`config.mk`:
```
export PLATFORM = sky130hd
export DESIGN_NAME = jk_seq_ctrl
export DESIGN_NICKNAME = d
export VERILOG_FILES = /design/src/rtl/jk_seq_ctrl.sv
export SDC_FILE = /design/constraint.sdc
export NUM_CORES = 1
export LEC_CHECK = 0
export CAP_MARGIN = 0
export CORE_UTILIZATION = 54
export DETAILED_ROUTE_END_ITERATION = 12
export PLACE_DENSITY = 0.83
export SKIP_CTS_REPAIR_TIMING = 1
export SLEW_MARGIN = 20
export SYNTH_ARGS = -nofsm -noshare
export SYNTH_HDL_FRONTEND = slang
export SYNTH_SLANG_ARGS = --single-unit
```
`constraint.sdc`:
```
create_clock -name clk -period 5.1 [get_ports clk]
set_input_delay 1.02 -clock clk [delete_from_list [all_inputs] [get_ports clk]]
set_output_delay 1.02 -clock clk [all_outputs]
set_load 0.01 [all_outputs]
```
`src/rtl/jk_seq_ctrl.sv`:
```
`default_nettype none
// ============================================================================
// Module   : jk_seq_ctrl
// Purpose  : Sequencer for a WIDTH-bit register built from JK flip-flops.
//            It loads a start value and then steps the register through a
//            selected count sequence (up, down, Gray up, rotate-left) for a
//            programmed number of cycles. Completion is signalled with a
//            one-cycle done pulse.
// Ports    : clk       - rising-edge clock
//            reset     - asynchronous, active-low reset
//            pause     - (JK_SEQ_CTRL_PAUSE_EN only) freeze the run
//            start     - run request, sampled only in IDLE
//            mode      - 00 up, 01 down, 10 Gray up, 11 rotate-left
//            load_val  - initial register value, captured with start
//            len       - number of steps after the load
//            q         - JK register state
//            busy      - high while running
//            done      - one-cycle completion pulse
//            wrap      - one-cycle pulse after a sequence wrap
// Config   : define JK_SEQ_CTRL_PAUSE_EN to add the pause input.
// Revision : 1.0 - initial release
// ============================================================================
module jk_seq_ctrl #(
  parameter int WIDTH = 3,
  parameter int LEN_W = 8
) (
  input  logic             clk,
  input  logic             reset,
`ifdef JK_SEQ_CTRL_PAUSE_EN
  input  logic             pause,
`endif
  input  logic             start,
  input  logic [1:0]       mode,
  input  logic [WIDTH-1:0] load_val,
  input  logic [LEN_W-1:0] len,
  output logic [WIDTH-1:0] q,
  output logic             busy,
  output logic             done,
  output logic             wrap
);

  typedef enum logic [1:0] {
    IDLE = 2'd0,
    RUN  = 2'd1,
    DONE = 2'd2
  } state_t;

  // Gray code of the all-ones binary value: MSB set, all others clear.
  localparam logic [WIDTH-1:0] GRAY_MAX = {1'b1, {(WIDTH-1){1'b0}}};

  state_t           state;
  logic [1:0]       mode_lat;
  logic [LEN_W-1:0] remaining;

  logic             advance;
  logic             step_wrap;
  logic [WIDTH-1:0] step_val;
  logic [WIDTH-1:0] target;
  logic [WIDTH-1:0] j;
  logic [WIDTH-1:0] k;
  logic [WIDTH-1:0] q_next;

  function automatic logic [WIDTH-1:0] gray2bin(input logic [WIDTH-1:0] g);
    logic [WIDTH-1:0] b;
    b[WIDTH-1] = g[WIDTH-1];
    for (int i = WIDTH - 2; i >= 0; i--) begin
      b[i] = b[i+1] ^ g[i];
    end
    return b;
  endfunction

  function automatic logic [WIDTH-1:0] bin2gray(input logic [WIDTH-1:0] b);
    return b ^ (b >> 1);
  endfunction

`ifdef JK_SEQ_CTRL_PAUSE_EN
  assign advance = (state == RUN) && !pause;
`else
  assign advance = (state == RUN);
`endif

  // Next value of the sequence and whether taking it counts as a wrap.
  always_comb begin
    step_val  = q;
    step_wrap = 1'b0;
    case (mode_lat)
      2'b00: begin
        step_val  = q + WIDTH'(1);
        step_wrap = &q;
      end
      2'b01: begin
        step_val  = q - WIDTH'(1);
        step_wrap = ~|q;
      end
      2'b10: begin
        step_val  = bin2gray(gray2bin(q) + WIDTH'(1));
        step_wrap = (q == GRAY_MAX);
      end
      default: begin
        step_val  = {q[WIDTH-2:0], q[WIDTH-1]};
        step_wrap = 1'b0;
      end
    endcase
  end

  // Target value for the next edge, converted to JK excitation. Any bit
  // whose target equals its current value gets J=K=0 (hold).
  always_comb begin
    target = q;
    if (state == IDLE && start) begin
      target = load_val;
    end else if (advance) begin
      target = step_val;
    end
    j      = ~q & target;
    k      = q & ~target;
    // JK characteristic equation: Q+ = J & ~Q | ~K & Q
    q_next = (j & ~q) | (~k & q);
  end

  always_ff @(posedge clk or negedge reset) begin
    if (!reset) begin
      state     <= IDLE;
      q         <= '0;
      busy      <= 1'b0;
      done      <= 1'b0;
      wrap      <= 1'b0;
      remaining <= '0;
      mode_lat  <= 2'b00;
    end else begin
      q    <= q_next;
      done <= 1'b0;
      wrap <= 1'b0;
      case (state)
        IDLE: begin
          if (start) begin
            mode_lat  <= mode;
            remaining <= len;
            if (len != '0) begin
              state <= RUN;
              busy  <= 1'b1;
            end else begin
              state <= DONE;
              done  <= 1'b1;
            end
          end
        end
        RUN: begin
          if (advance) begin
            wrap      <= step_wrap;
            remaining <= remaining - LEN_W'(1);
            if (remaining == LEN_W'(1)) begin
              state <= DONE;
              busy  <= 1'b0;
              done  <= 1'b1;
            end
          end
        end
        DONE: begin
          state <= IDLE;
        end
        default: begin
          state <= IDLE;
          busy  <= 1'b0;
        end
      endcase
    end
  end

endmodule
`default_nettype wire

```
==> impl_table.tex <==
\begin{tabular}{lr}
\hline
Metric & Value \\
\hline
\multicolumn{2}{l}{\textbf{Outcome}} \\
\quad Outcome & finished clean \\
\multicolumn{2}{l}{\textbf{Finish}} \\
\quad Layout Area Growth over Synthesis & 21.7\% \\
\quad Fraction of final layout cells sized beyond drive strength 1 & 0.0662 \\
\quad Final design utilization & 0.702 \\
\quad Cell area after layout & 1380 sq um \\
\quad Final-stage net count & 156 \\
\quad Antenna diode instance count & 0 \\
\multicolumn{2}{l}{\textbf{Die}} \\
\quad Effective utilization at floorplan & 0.577 \\
\quad Die Ht & 47.8 um \\
\quad Number of core rows & 16 \\
\quad Number of top-level pins & 22 \\
\quad Total die area & between 2000 and 2500 sq um \\
\quad Core ar. & about 2000 sq um \\
\quad Die X & 47.8 um \\
\multicolumn{2}{l}{\textbf{Min path}} \\
\quad Type of the most critical hold path & register to register \\
\multicolumn{2}{l}{\textbf{Synthesis}} \\
\quad Top cell type's share of synthesized area & 0.398 \\
\quad Distinct cells, synth & between 40 and 50 \\
\quad Synth Cell Area & 1130 sq um \\
\quad Most common flop cell mapped by yosys & dfrtp\_1 \\
\quad Number of enable-type register cells in the synthesized netlist & 0 \\
\quad Syn avg cell area & 9.59 sq um \\
\quad Sequential cell area fraction in the yosys report & 0.398 \\
\quad Async SR Flop Fraction & 1.00 \\
\quad Flops \& latches, synth & 18 \\
\quad Biggest area consumer among synthesized cells & dfrtp\_1 \\
\quad Most instantiated library cell after synthesis & dfrtp\_1 \\
\quad Number of warnings printed during yosys synthesis & 0 \\
\quad Ranking of synthesized cells by area & dfrtp\_1 40\%, a221o\_1 3.5\%, nand2\_1 3.3\% \\
\quad Most numerous cell types in the synthesized netlist & 18 x dfrtp\_1, 10 x nand2\_1, 9 x nor2\_1 \\
\quad Number of instances in the synthesized netlist & between 100 and 150 \\
\quad Post-synth net total & 137 \\
\multicolumn{2}{l}{\textbf{Global route}} \\
\quad Global Route met2 Usage & 0.403 \\
\quad Pin count of the biggest net entering global routing & 19 \\
\quad Met3 track demand over resource & 0.0453 \\
\quad GRT Util Overall & 0.253 \\
\quad Met1 Resource Use GR & 0.334 \\
\quad Number of global-route vias before repair & roughly 850 \\
\quad Global route overflow & 0 \\
\quad Number of antenna violations at the first check in global routing & 0 \\
\quad First-pass GRT wire length & 3860 um \\
\quad Most utilized layer in the global route result & met2 \\
\multicolumn{2}{l}{\textbf{Power and ir drop}} \\
\quad Reported leakage power & $\sim$0.56 nW \\
\quad Power density relative to cell area & approximately 540 nW/um\^{}2 \\
\quad Share of total power consumed by net switching & 0.416 \\
\quad Total power of the final layout & $\sim$750 uW \\
\quad Sequential Power Share & 0.406 \\
\quad Clock Power Share & 0.120 \\
\quad Internal power consumption & $\sim$440 uW \\
\quad Net switching component of the power & 311 uW \\
\quad IR Drop Worst-Case VDD & around 0.38 mV \\
\quad Combinational Power Share & 0.474 \\
\multicolumn{2}{l}{\textbf{Placement}} \\
\quad Area post-placement & roughly 1300 sq um \\
\quad Port Buffer Count & 21 \\
\quad RePlAce Congestion & between 0.9 and 1 \\
\quad Post-detail-place hpwl & roughly 1900 um \\
\multicolumn{2}{l}{\textbf{Timing}} \\
\quad Worst Clk Skew & around 0.0065 ns \\
\quad Final critical path time including I/O delays and setup & 2.62 ns \\
\quad Maximum clock frequency & 381 MHz \\
\quad Number of slew-limit violations in the final report & 0 \\
\quad Setup-violating endpoint count in the final report & 0 \\
\quad Pin slew with the least headroom to its limit & 0.899 ns \\
\quad Count of endpoints failing hold in the final timing report & 0 \\
\quad Fin crit share & 0.515 \\
\quad Worst slew margin relative to its limit & 0.398 \\
\quad Setup repair after global routing missed its margin & false \\
\quad Post-route setup TNS & 0 ns \\
\multicolumn{2}{l}{\textbf{Setup path}} \\
\quad Crit path capture type & register \\
\quad Worst path arrival time & about 2.8 ns \\
\quad Required time of the critical path & $\sim$5.3 ns \\
\quad Crit path max fanout & 15 \\
\quad CP startpoint kind & primary input \\
\quad Critical setup path kind & primary input to register \\
\multicolumn{2}{l}{\textbf{Drt}} \\
\quad Via count & about 990 \\
\quad Post-detailed-route via-to-cell ratio & 6.10 \\
\quad Number of DRC markers after the initial detailed-route iteration & 32 \\
\quad Routed Wire Length & between 2000 and 3000 um \\
\quad Number of DRC violations after detailed routing & 0 \\
\quad Routed len/inst & approximately 16 um \\
\quad Antenna viol nets, final & 0 \\
\quad First-pass iteration count of the detailed router & 4 \\
\multicolumn{2}{l}{\textbf{Clock tree}} \\
\quad Number of H-tree levels & 1 \\
\quad Clock tree from TritonCTS & built \\
\quad Clock latency of the later-clocked register in the worst-skew pair & roughly 0.3 ns \\
\quad Clock tree buffer depth & 2 \\
\quad Total clock buffers created by CTS & 3 \\
\quad Worst-path clk slew & 0.11 ns \\
\quad Clock Sinks & 18 \\
\quad Cell at the root of the clock tree & clkbuf\_4 \\
\multicolumn{2}{l}{\textbf{Flow run}} \\
\quad Count of maximum capacitance violations & 0 \\
\hline
\end{tabular}
==> kinds of logic after synthesis <==
kind of cell	synth area share
AND/OR/NAND/NOR	0.281
multiplexers	0.00885
adder cells (fa/ha/maj)	0.0398
flip-flops	0.398
AO/OA/AOI/OAI	0.213
XOR/XNOR	0.00774
buffers and inverters	0.0509
==> final cells by class <==
cell class	count	area, sq um
fill	162	586
sequential	18	450
tap	27	33.8
timing repair buffer	21	210
inverter	6	22.5
clock buffer	4	36.3
multi-input combinational	87	623
==> layer usage <==
layer,share of wire,vias to the layer above,wire length [um]
met4,0.023,0,59
met1,0.44,478,1130
met2,0.49,30,1230
met5,0,-,0
met3,0.045,7,115
li1,-,479,-
==> state kept, by name (all words and copies together) (netlist names) <==
register   count
remaining      8
q              3
mode_lat       2
state          2
busy           1
done           1
wrap           1
==> through the flow <==
step | instances | hold slack, ns | worst slack, ns
6_report | 163 | 0.579 | 2.48
5_1_grt | 163 | 0.583 | 2.37
4_1_cts | 163 | 0.562 | 2.48
3_5_place_dp | 159 | 0.541 | 2.15
3_3_place_gp | 159 | 0.531 | 2.29
2_1_floorplan | 118 | 0.501 | 3.16
==> worst paths after layout <==
| path | from | to | slack, ns | cells after the start |
|---|---|---|---|---|
| worst max-delay path | start | remaining[5] | 2.48 | 4 |
| worst min-delay path | remaining[1] | remaining[1] | 0.58 | 1 |
| worst max register to register | state[1] | remaining[5] | 3.26 | 3 |
| worst min register to register | remaining[1] | remaining[1] | 0.58 | 1 |
| max in group asynchronous | reset | remaining[5] | 3.41 | 1 |
| min in group asynchronous | reset | q[2] | 1.18 | 1 |
==> cells in the final DEF, fill, tap and decap left out, types with 3 or more instances in the layout <==
cell,Yosys,final
inv_1,6,6
nand3_1,3,3
dfrtp_1,18,18
a311oi_1,3,3
nor2b_1,3,3
nor3b_1,3,3
clkdlybuf4s50_1,0,21
a221o_1,4,4
nand2b_1,3,3
nand2_1,10,10
clkbuf_4,0,3
a21oi_1,7,7
nor2_1,9,9
==> power groups by stage <==
stage | sequential (mW) | clock, mW | combinational [mW]
final | 0.305 | 0.0898 | 0.355
after global routing | 0.316 | 0.0980 | 0.393
after CTS | 0.303 | 0.0920 | 0.354
after detailed placement | 0.306 | 0 | 0.352
after global placement | 0.301 | 0 | 0.333
after floorplan | 0.274 | 0 | 0.268
==> critical path: stages <==
cell             delay, ns
clkdlybuf4s50_1       0.59
nor3b_2               0.78
a311oi_1              0.12
a221o_1               0.30
Power figures use the tool's default switching activity.
